## src/rtl/mips_pkg.sv

```systemverilog
// Shared definitions for the MIPS datapath muxes.
//   DATA_W : default datapath word width in bits
//   word_t : one datapath word
package mips_pkg;

  localparam int DATA_W = 32;

  typedef logic [DATA_W-1:0] word_t;

endpackage : mips_pkg

```

## src/rtl/dff_rst_n.sv

```systemverilog
// Generic register with synchronous, active-low reset.
// Ports:
//   clk_i  : clock, rising edge
//   rst_ni : synchronous reset, active low; loads RST_VAL
//   d_i    : data in
//   q_o    : registered data out
module dff_rst_n #(
  parameter int           W       = 1,
  parameter logic [W-1:0] RST_VAL = '0
) (
  input  logic         clk_i,
  input  logic         rst_ni,
  input  logic [W-1:0] d_i,
  output logic [W-1:0] q_o
);

  logic [W-1:0] data_q;
  logic [W-1:0] data_d;

  always_comb begin
    data_d = d_i;
    if (!rst_ni) begin
      data_d = RST_VAL;
    end
  end

  always_ff @(posedge clk_i) begin
    data_q <= data_d;
  end

  assign q_o = data_q;

endmodule : dff_rst_n

```

## src/rtl/mux2_32.sv

```systemverilog
// 2:1 word multiplexer for the MIPS datapath (PC-source, ALU-source,
// write-back select), with a registered copy for pipelined consumers.
// Ports:
//   clk : clock; only y_q and s_q are sampled on its rising edge
//   rst : synchronous reset, active low
//   d0  : operand selected when s = 0
//   d1  : operand selected when s = 1
//   s   : select
//   y   : combinational result, independent of clk/rst
//   y_q : y registered one cycle later (RESET_VAL under reset)
//   s_q : s registered alongside y_q (0 under reset)
module mux2_32
  import mips_pkg::*;
#(
  parameter int               WIDTH     = DATA_W,
  parameter logic [WIDTH-1:0] RESET_VAL = '0
) (
  input  logic             clk,
  input  logic             rst,
  input  logic [WIDTH-1:0] d0,
  input  logic [WIDTH-1:0] d1,
  input  logic             s,
  output logic [WIDTH-1:0] y,
  output logic [WIDTH-1:0] y_q,
  output logic             s_q
);

  // Conditional operator keeps X-select pessimism honest in simulation:
  // bits where d0 and d1 agree survive, the rest go X.
  assign y = s ? d1 : d0;

  dff_rst_n #(
    .W       (WIDTH),
    .RST_VAL (RESET_VAL)
  ) u_y_reg (
    .clk_i  (clk),
    .rst_ni (rst),
    .d_i    (y),
    .q_o    (y_q)
  );

  dff_rst_n #(
    .W       (1),
    .RST_VAL (1'b0)
  ) u_s_reg (
    .clk_i  (clk),
    .rst_ni (rst),
    .d_i    (s),
    .q_o    (s_q)
  );

endmodule : mux2_32

```

## config.mk

```make
export PLATFORM = sky130hd
export DESIGN_NAME = mux2_32
export DESIGN_NICKNAME = d
export VERILOG_FILES = /design/src/rtl/mips_pkg.sv /design/src/rtl/dff_rst_n.sv /design/src/rtl/mux2_32.sv
export SDC_FILE = /design/constraint.sdc
export NUM_CORES = 1
export LEC_CHECK = 0
export CAP_MARGIN = 20
export CORE_UTILIZATION = 61
export DETAILED_ROUTE_END_ITERATION = 8
export DONT_BUFFER_PORTS = 1
export PLACE_DENSITY = 0.83
export SETUP_SLACK_MARGIN = 0.05
export SYNTH_ARGS = -nofsm -noshare
export SYNTH_HDL_FRONTEND = slang
export SYNTH_HIERARCHICAL = 1
export SYNTH_SLANG_ARGS = --single-unit
export TNS_END_PERCENT = 20
```

## constraint.sdc

```tcl
create_clock -name clk -period 1.6 [get_ports clk]
set_clock_uncertainty 0.2 [all_clocks]
set_input_delay 0.24 -clock clk [delete_from_list [all_inputs] [get_ports clk]]
set_output_delay 0.24 -clock clk [all_outputs]
set_load 0.02 [all_outputs]
```

==> results.tsv <==
stage	metric	value	unit
placed_design	post-place-ws	0.446	ns
timing	achievable-frequency	692	MHz
floorplan	placement_rows	17	
cells_and_area	diodes	0	
pwr	comb_power_share	0.166	
timing	setup_total_negative_slack	0	ns
routing	first_iter_violations	8	
pwr	switching_pwr	0.474	mW
yosys	post_synth.cell_area_avg	14.0	um2
floorplan	design.core.area	2230	um2
yosys	synth_most_common_cell	sky130_fd_sc_hd__dfxtp_1	
critical_path	arrival	1.46	ns
timing	final_setup_violation_count	0	
routing	drc	0	
routing	detailroute.via_count	778	
critical_path	path_cells	dlygate4sd3_1 -> and2_1 -> dlygate4sd3_1	
pwr	netSwitchingFraction	0.286	
clock_tree	clock_sinks	33	
yosys	synth_ff_type	sky130_fd_sc_hd__dfxtp_1	
hold_path	hold_path_class	primary input to register	
yosys	ys_seq_elements	33	
yosys	sequential_area_share_after_synthesis	0.451	
job	timing.max_cap.violations	0	
critical_path	critPathMostFrequentCell	sky130_fd_sc_hd__dlygate4sd3_1	
critical_path	crit_family	buffers and inverters	
timing	timing_max_transition_violations_final	0	
critical_path	worst_ep_required_time	1.61	ns
clock_tree	cts-htree-levels	2	
cells_and_area	fraction_of_layout_instances_using_a_drive_strength_above_1	0.651	
timing	postLayoutSetupSlackWorst	0.156	ns
critical_path	worstSetupEndpointType	register	
timing	rsz0062_at_grt	no	
clock_tree	cts_setup_buffers	0	
clock_tree	cts.reportedPaths.clkPinSlew	0.09	ns
critical_path	worst_path_max_delay_cell	sky130_fd_sc_hd__dlygate4sd3_1	
yosys	mappedNetlistNets	172	
pwr	p_leak	0.695	nW
global_route	grt_pass1_wl	3430	um
routing	post_drt_via_cell_ratio	5.68	
pwr	intPower	1.18	mW
global_route	grt_antenna_before_repair	0	
routing	detailed_router_iteration_count_before_antenna_repair	2	
critical_path	critical_path.max_stage_delay	0.54	ns
routing	drt-wirelength-per-cell	18.3	um
routing	drt-total-wl	2510	um
pwr	power.ir.vdd_worst	0.000762	V
timing	hold_ws	0.0468	ns
yosys	yosysWarnings	6	
global_route	grt_pass1_vias	754	
floorplan	width_of_the_die	51.0	um
critical_path	critPathLaunchType	primary input	
hold_path	min_from	d1[6]	
yosys	synth_top_area_frac	0.451	
pwr	share_seq_of_total_power	0.583	
placed_design	port-buffer-count	0	
yosys	cell_count_after_synthesis	105	
floorplan	die_height	51.0	um
status	status	finished, final reports clean	
floorplan	initial_utilization	0.657	
routing	drt.antenna.violating_nets	0	
hold_path	min_to	u_y_reg/q_o[6]	
global_route	overflow	0	
placed_design	post-dp-hpwl	1870	um
floorplan	pin_count	132	
global_route	pin_count_of_the_biggest_net_entering_global_routing	34	
yosys	synth_commonest_cells	sky130_fd_sc_hd__dfxtp_1, sky130_fd_sc_hd__and2_2, sky130_fd_sc_hd__mux2_4	
global_route	gr-usage-all-layers	0.188	
clock_tree	tritoncts_clock_tree	done	
critical_path	sum_of_buffers_and_inverters_on_the_critical_path	2	
clock_tree	max-clock-path-buffers	2	
pwr	share_clk_of_total_power	0.251	
yosys	synth-async-reset-ratio	0	
placed_design	globalplace.congestion	0.678	
hold_path	hold_path_depth	2	
yosys	post_synth_num_cell_types	8	
yosys	number_of_enable_flip_flop_cells_after_synthesis	0	
timing	period_needed	1.44	ns
cells_and_area	final_net_count	175	
placed_design	placement.cell_area	1420	um2
timing	max_slew.worst_pin.slew	0.798	ns
yosys	syn-cell-area	1470	um2
yosys	post-synth-top-area-cell	sky130_fd_sc_hd__dfxtp_1	
critical_path	timing.critical_path.fanout_max	33	
timing	final_period_utilization	0.903	
yosys	synth.top_cells.by_area	sky130_fd_sc_hd__dfxtp_1, sky130_fd_sc_hd__mux2_4, sky130_fd_sc_hd__and2_2	
pwr	powerDensity	1110	nW/um2
critical_path	crit_type	primary input to register	
timing	final-hold-violation-count	0	
clock_tree	cts_made_buffers	5	
floorplan	fp.dieArea	2600	um2
clock_tree	root_buffer_selected_by_cts	sky130_fd_sc_hd__clkbuf_4	
cells_and_area	fill_cells	158	
cells_and_area	finish.instance_area	1500	um2
timing	slew_headroom	0.468	
cells_and_area	area_growth_syn_to_layout	2.22	%
[flip-flops by register name (all words and copies together) (netlist names)]
name / flops
u_y_reg/q_o: 32
u_s_reg/q_o: 1
[power by group through the flow]
stage               logic (mW)  clock network (mW)  registers [mW]
floorplan                0.289                   0           0.980
global placement         0.257                   0           0.986
detailed placement       0.264                   0           0.988
CTS                      0.278               0.432           0.968
global route             0.292               0.488           0.973
finish                   0.276               0.415           0.967
[final cells by class]
class	count	area, um2	area share
well taps	28	35.0	0.0234
clock buffers	6	41.3	0.0275
repair buffers	3	32.5	0.0217
clock inverters	2	10.0	0.00668
multi-input cells	65	719	0.480
flip-flops and latches	33	661	0.441
[per-layer routing]
| layer | part of all wire | up-vias | routed length [um] | track usage |
|---|---|---|---|---|
| met4 | 0.020 | 0 | 51 | 0.116 |
| li1 | - | 350 | - | - |
| met3 | 0.13 | 8 | 318 | 0.0863 |
| met5 | 0 | - | 0 | 0 |
| met2 | 0.55 | 76 | 1390 | 0.331 |
| met1 | 0.30 | 344 | 749 | 0.175 |
[logic make-up (layout without fill, tap and decap cells)]
logic type	Yosys count	count (layout)	synth area share
flip-flops	33	33	0.451
multiplexers	32	32	0.323
AND/OR/NAND/NOR	33	33	0.168
buffers and inverters	7	11	0.0589
[metrics by stage]
stage / cells / util / total power [mW]
final: 137 / 0.671 / 1.66
after global routing: 137 / 0.671 / 1.75
after CTS: 137 / 0.670 / 1.68
after detailed placement: 126 / 0.634 / 1.25
after global placement: 126 / 0.634 / 1.24
after floorplan: 105 / - / 1.27
[cell usage in the layout, fill, tap and decap left out]
master / count
sky130_fd_sc_hd__and2_1: 1
sky130_fd_sc_hd__mux2_2: 2
sky130_fd_sc_hd__dlymetal6s4s_1: 1
sky130_fd_sc_hd__clkbuf_1: 1
sky130_fd_sc_hd__mux2_4: 30
sky130_fd_sc_hd__and2_2: 32
sky130_fd_sc_hd__dfxtp_1: 33
sky130_fd_sc_hd__dlygate4sd3_1: 2
sky130_fd_sc_hd__clkinv_2: 2
sky130_fd_sc_hd__clkbuf_4: 5
[how the worst max path moves through the flow]
| stage | startpoint | to | slack (ns) | cells past startpoint |
|---|---|---|---|---|
| floorplan | s | u_y_reg/q_o[0] | 0.26 | 4 |
| global placement | s | u_y_reg/q_o[29] | 0.47 | 2 |
| detailed placement | s | u_y_reg/q_o[29] | 0.45 | 2 |
| CTS | rst | u_y_reg/q_o[14] | 0.08 | 2 |
| global route | s | u_s_reg/q_o | 0.15 | 3 |
| finish | s | u_s_reg/q_o | 0.16 | 3 |
[repair_timing]
item	4_1_cts	5_1_grt
endpoints found under the hold margin	33	0
hold buffers	3	0
resized for setup	0	1
setup endpoints to repair	0	32
Note: power is estimated with default switching activity, not from simulation.
